$ cat src/rtl/misr_pkg.sv
// Shared types and default constants for the MISR/LFSR signature analyser.
package misr_pkg;

  typedef enum logic [1:0] {
    StIdle,
    StRun,
    StDone
  } misr_state_e;

  // CRC-16-style tap mask for x^16+x^12+x^3+x^1+1.
  localparam logic [15:0] DefaultPoly = 16'h100B;
  localparam logic [63:0] DefaultSeed = '1;

endpackage

$ cat src/rtl/misr_core.sv
// Signature register: loads the seed, or shifts with polynomial feedback and optional data fold-in.
module misr_core
  import misr_pkg::*;
#(
  parameter int unsigned      WIDTH = 16,
  parameter logic [WIDTH-1:0] POLY  = WIDTH'(DefaultPoly),
  parameter logic [WIDTH-1:0] SEED  = WIDTH'(DefaultSeed)
) (
  input  logic             clk,
  input  logic             reset,
  input  logic             load,
  input  logic             en,
  input  logic             data_gate,
  input  logic [WIDTH-1:0] data,
  output logic [WIDTH-1:0] sig
);

  logic [WIDTH-1:0] sig_q, sig_d;
  logic [WIDTH-1:0] feedback;
  logic [WIDTH-1:0] gated_data;

  always_comb begin
    feedback   = sig_q[WIDTH-1] ? POLY : '0;
    gated_data = data_gate ? data : '0;
    sig_d      = sig_q;
    if (load) begin
      sig_d = SEED;
    end else if (en) begin
      sig_d = {sig_q[WIDTH-2:0], 1'b0} ^ feedback ^ gated_data;
    end
  end

  always_ff @(posedge clk) begin
    if (reset) begin
      sig_q <= SEED;
    end else begin
      sig_q <= sig_d;
    end
  end

  assign sig = sig_q;

endmodule

$ cat src/rtl/misr_analyzer.sv
// Run controller for a MISR compactor / LFSR generator with bounded update count.
// Optional golden-signature comparator enabled by defining MISR_COMPARE_EN.
module misr_analyzer
  import misr_pkg::*;
#(
  parameter int unsigned      WIDTH = 16,
  parameter logic [WIDTH-1:0] POLY  = WIDTH'(DefaultPoly),
  parameter logic [WIDTH-1:0] SEED  = WIDTH'(DefaultSeed),
  parameter int unsigned      CNT_W = 16
) (
  input  logic             clk,
  input  logic             reset,
  input  logic             start,
  input  logic             mode,
  input  logic [CNT_W-1:0] len,
  input  logic             in_valid,
  input  logic [WIDTH-1:0] in,
`ifdef MISR_COMPARE_EN
  input  logic [WIDTH-1:0] golden,
  output logic             pass,
  output logic             fail,
`endif
  output logic [WIDTH-1:0] out,
  output logic             busy,
  output logic             done
);

  misr_state_e      state_q, state_d;
  logic [CNT_W-1:0] cnt_q, cnt_d;
  logic [CNT_W-1:0] len_q, len_d;
  logic             mode_q, mode_d;
  logic             load;
  logic             update;

  always_comb begin
    state_d = state_q;
    cnt_d   = cnt_q;
    len_d   = len_q;
    mode_d  = mode_q;
    load    = 1'b0;
    update  = 1'b0;
    unique case (state_q)
      StIdle, StDone: begin
        if (start) begin
          load    = 1'b1;
          len_d   = len;
          mode_d  = mode;
          cnt_d   = '0;
          state_d = (len == '0) ? StDone : StRun;
        end
      end
      StRun: begin
        update = mode_q | in_valid;
        if (update) begin
          cnt_d = cnt_q + CNT_W'(1);
          // len_q is non-zero in RUN, so the counter stops at len and never wraps.
          if (cnt_q == len_q - CNT_W'(1)) begin
            state_d = StDone;
          end
        end
      end
      default: state_d = StIdle;
    endcase
  end

  always_ff @(posedge clk) begin
    if (reset) begin
      state_q <= StIdle;
      cnt_q   <= '0;
      len_q   <= '0;
      mode_q  <= 1'b0;
    end else begin
      state_q <= state_d;
      cnt_q   <= cnt_d;
      len_q   <= len_d;
      mode_q  <= mode_d;
    end
  end

  misr_core #(
    .WIDTH(WIDTH),
    .POLY (POLY),
    .SEED (SEED)
  ) u_core (
    .clk      (clk),
    .reset    (reset),
    .load     (load),
    .en       (update),
    .data_gate(~mode_q),
    .data     (in),
    .sig      (out)
  );

  assign busy = (state_q == StRun);
  assign done = (state_q == StDone);

`ifdef MISR_COMPARE_EN
  logic match;
  assign match = (out == golden);
  assign pass  = done & match;
  assign fail  = done & ~match;
`endif

endmodule

$ cat config.mk
export PLATFORM = sky130hd
export DESIGN_NAME = misr_analyzer
export DESIGN_NICKNAME = d
export VERILOG_FILES = /design/src/rtl/misr_pkg.sv /design/src/rtl/misr_core.sv /design/src/rtl/misr_analyzer.sv
export SDC_FILE = /design/constraint.sdc
export NUM_CORES = 1
export LEC_CHECK = 0
export ABC_AREA = 1
export ABC_CLOCK_PERIOD_IN_PS = 4850
export BUFFER_PORTS_ARGS = -buffer_cell sky130_fd_sc_hd__buf_2
export CAP_MARGIN = 20
export CELL_PAD_IN_SITES_DETAIL_PLACEMENT = 2
export CELL_PAD_IN_SITES_GLOBAL_PLACEMENT = 2
export CORE_MARGIN = 5
export CORE_UTILIZATION = 33
export CTS_BUF_LIST = sky130_fd_sc_hd__clkbuf_8
export DETAILED_ROUTE_END_ITERATION = 8
export GPL_ROUTABILITY_DRIVEN = 0
export HOLD_SLACK_MARGIN = 0.02
export PLACE_DENSITY_LB_ADDON = 0.1
export SLEW_MARGIN = 10
export SYNTH_ARGS = -nofsm -noshare
export SYNTH_HDL_FRONTEND = slang
export SYNTH_SLANG_ARGS = --single-unit
$ cat constraint.sdc
create_clock -name clk -period 4.85 [get_ports clk]
set_clock_uncertainty 0.15 [all_clocks]
set_input_delay 0.97 -clock clk [delete_from_list [all_inputs] [get_ports clk]]
set_output_delay 0.97 -clock clk [all_outputs]
set_load 0.01 [all_outputs]
==> reports/metrics.csv <==
metric,value,unit
cap_violations,0,
dieArea,10700,um2
synth_top_family_by_area,simple AND/OR/NAND/NOR gates,
start_util,0.335,
wl_per_cell,15.3,um
power,1.07,mW
drcViolationCount,0,
clock_latency,0.31,ns
post-route-worst-setup-slack,1.92,ns
worstSetupEndpointType,flip-flop,
synth_ff_type,dfxtp_1,
synth_fp_nets,470,
synth_fa_ha_area_frac,0.00865,
grt_start_max_net_pins,33,
fp.dieH,104,um
synth_compound_area_frac,0.161,
slew_violations,0,
cts_tree,done,
syn2layout_area_growth,17.5,%
antenna_cells,0,
fp.dieW,104,um
dp_slack,1.50,ns
cts_buffers,5,
critPathTopFamily,buffers and inverters,
cts_setup_buffers,0,
vias,2913,
cts-root-buf,clkbuf_8,
synth-simple-area-share,0.304,
io_pins,55,
switching_share,0.314,
crit_chain,buf_2 > inv_1 > nor2_2 > nor2_1 > clkinv_1 > a21oi_1 > nand2_1,
synth_cells,431,
rows,34,
synth_warnings,0,
max_freq,342,MHz
cts_resized,0,
drt_iter0_markers,54,
outcome,finished clean,
portBuffers,54,
cts_max_level,2,
vdd_drop_max,0.137,mV
slowest_stage,clkinv_1,
setup_viol,0,
drive_gt1_frac,0.170,
grt_pass1_vias,3161,
clockPowerShare,0.350,
synth_edf_count,0,
wl,9.04,mm
synth.distinct_cells,32,
synth.most_common_cell,nand2_1,
yosys.area.top_type_share,0.353,
clock_path_buffers,2,
core,8640,um2
worst-path-buf-inv,3,
synth_common_cells,"nand2_1 (95), dfxtp_1 (51), a21oi_1 (47), inv_1 (47), nor2_1 (44)",
max_slew_margin,0.445,
via_per_inst,4.95,
worst_pin_slew,0.829,ns
post-synth-top-area-cell,dfxtp_1,
ctsHoldBuffers,0,
grt-ovfl-total,0,
fin_hold_ws,0.337,ns
first_pass_iters,4,
antenna_found_initial,0,
grt_usage,0.169,
intPower,733,uW
cp_max_fo,18,
path_class,input pin to flip-flop,
crit_arrival,2.99,ns
clock_sinks,51,
startpoint_type,input pin,
p_per_area,314,nW/um2
ant_nets,0,
max_stage_delay,0.70,ns
required,4.91,ns
synth.avg_cell_area,6.71,um2
p_comb_frac,0.214,
synth_xor_xnor_area_share,0.0878,
leakage,1.51,nW
ys_ff_latch,51,
nets,519,
seq_area_frac_synth,0.353,
worst_hold_path_type,flip-flop to flip-flop,
synthMuxAreaShare,0,
hold_viol,0,
synth.top_cells.by_area,"dfxtp_1 (35%), nand2_1 (12%), a21oi_1 (8.1%)",
synth_async_sr_flop_share,0,
tns,0,ns
sequentialPowerShare,0.436,
fin_crit,2.93,ns
grt_first_pass_wirelength,15.2,mm
dp_hpwl,7.21,mm
clk_pin_slew,0.11,ns
rsz0062_at_grt,false,
synthesis.area,2890,um2
final.period_utilization,0.603,
net-switching-power,335,uW
[flip-flops by register name, summed over array words and instances, names as in the netlist]
| signal | cells |
|---|---|
| mode_q | 1 |
| u_core.sig | 16 |
| state_q | 2 |
| cnt_q | 16 |
| len_q | 16 |
[per-layer routing]
layer  GRT usage  share of wire
met1       0.218           0.48
met2       0.296           0.49
met3      0.0280          0.022
met4      0.0328         0.0085
met5           0              0
[worst paths after layout]
kind	start	to	slack (ns)	depth (start not counted)
hold / removal	cnt_q[15]$_SDFFE_PP0P_	cnt_q[15]$_SDFFE_PP0P_	0.34	1
setup / recovery	start	u_core.sig[4]$_SDFFE_PP1P_	1.92	7
hold reg to reg	cnt_q[15]$_SDFFE_PP0P_	cnt_q[15]$_SDFFE_PP0P_	0.34	1
setup reg to reg	state_q[0]$_SDFFE_PP0P_	u_core.sig[4]$_SDFFE_PP1P_	2.32	5
[metrics by stage]
stage | instances | util | instance area [um2]
detailed placement | 580 | 0.376 | 3250
global route | 589 | 0.394 | 3400
floorplan | 431 | - | 2890
global placement | 580 | 0.376 | 3250
CTS | 588 | 0.392 | 3390
finish | 589 | 0.394 | 3400
[area by class of cell]
| type | count | area, um2 |
|---|---|---|
| clock buffer | 5 | 68.8 |
| clock inverter | 3 | 71.3 |
| inverter | 52 | 195 |
| fill | 1074 | 5240 |
| tap | 108 | 135 |
| timing repair buffer | 55 | 282 |
| multi-input combinational | 315 | 1630 |
| sequential | 51 | 1020 |
[power groups by stage]
stage	Sequential, mW	Clock [mW]	Combinational, mW
2_1_floorplan	0.471	0	0.159
3_3_place_gp	0.475	0	0.222
3_5_place_dp	0.475	0	0.230
4_1_cts	0.466	0.383	0.233
5_1_grt	0.470	0.401	0.263
6_report	0.466	0.374	0.229
[cell usage in the layout (no fill, tap or decap), types with 3 or more instances in the layout]
| cell | Yosys | final |
|---|---|---|
| nor3_1 | 4 | 4 |
| nand2_2 | 3 | 3 |
| o21ai_0 | 38 | 38 |
| xor2_1 | 14 | 14 |
| nand3b_1 | 3 | 3 |
| nand2_1 | 95 | 95 |
| inv_1 | 47 | 47 |
| nor2_4 | 3 | 3 |
| a21oi_1 | 47 | 47 |
| dfxtp_1 | 51 | 51 |
| inv_2 | 4 | 4 |
| xnor2_1 | 15 | 15 |
| nand3_1 | 26 | 26 |
| buf_2 | 2 | 54 |
| clkbuf_8 | 0 | 5 |
| nor2_1 | 44 | 44 |
| nor4_1 | 4 | 4 |
[cell families after synthesis]
logic type                 count (synthesis)
and+or+nand+nor                          193
adders and majority gates                  2
xor gates and xnor gates                  29
DFF                                       51
buffers and inverters                     65
AOI/OAI and AO/OA                         91
Power figures use the tool's default switching activity.
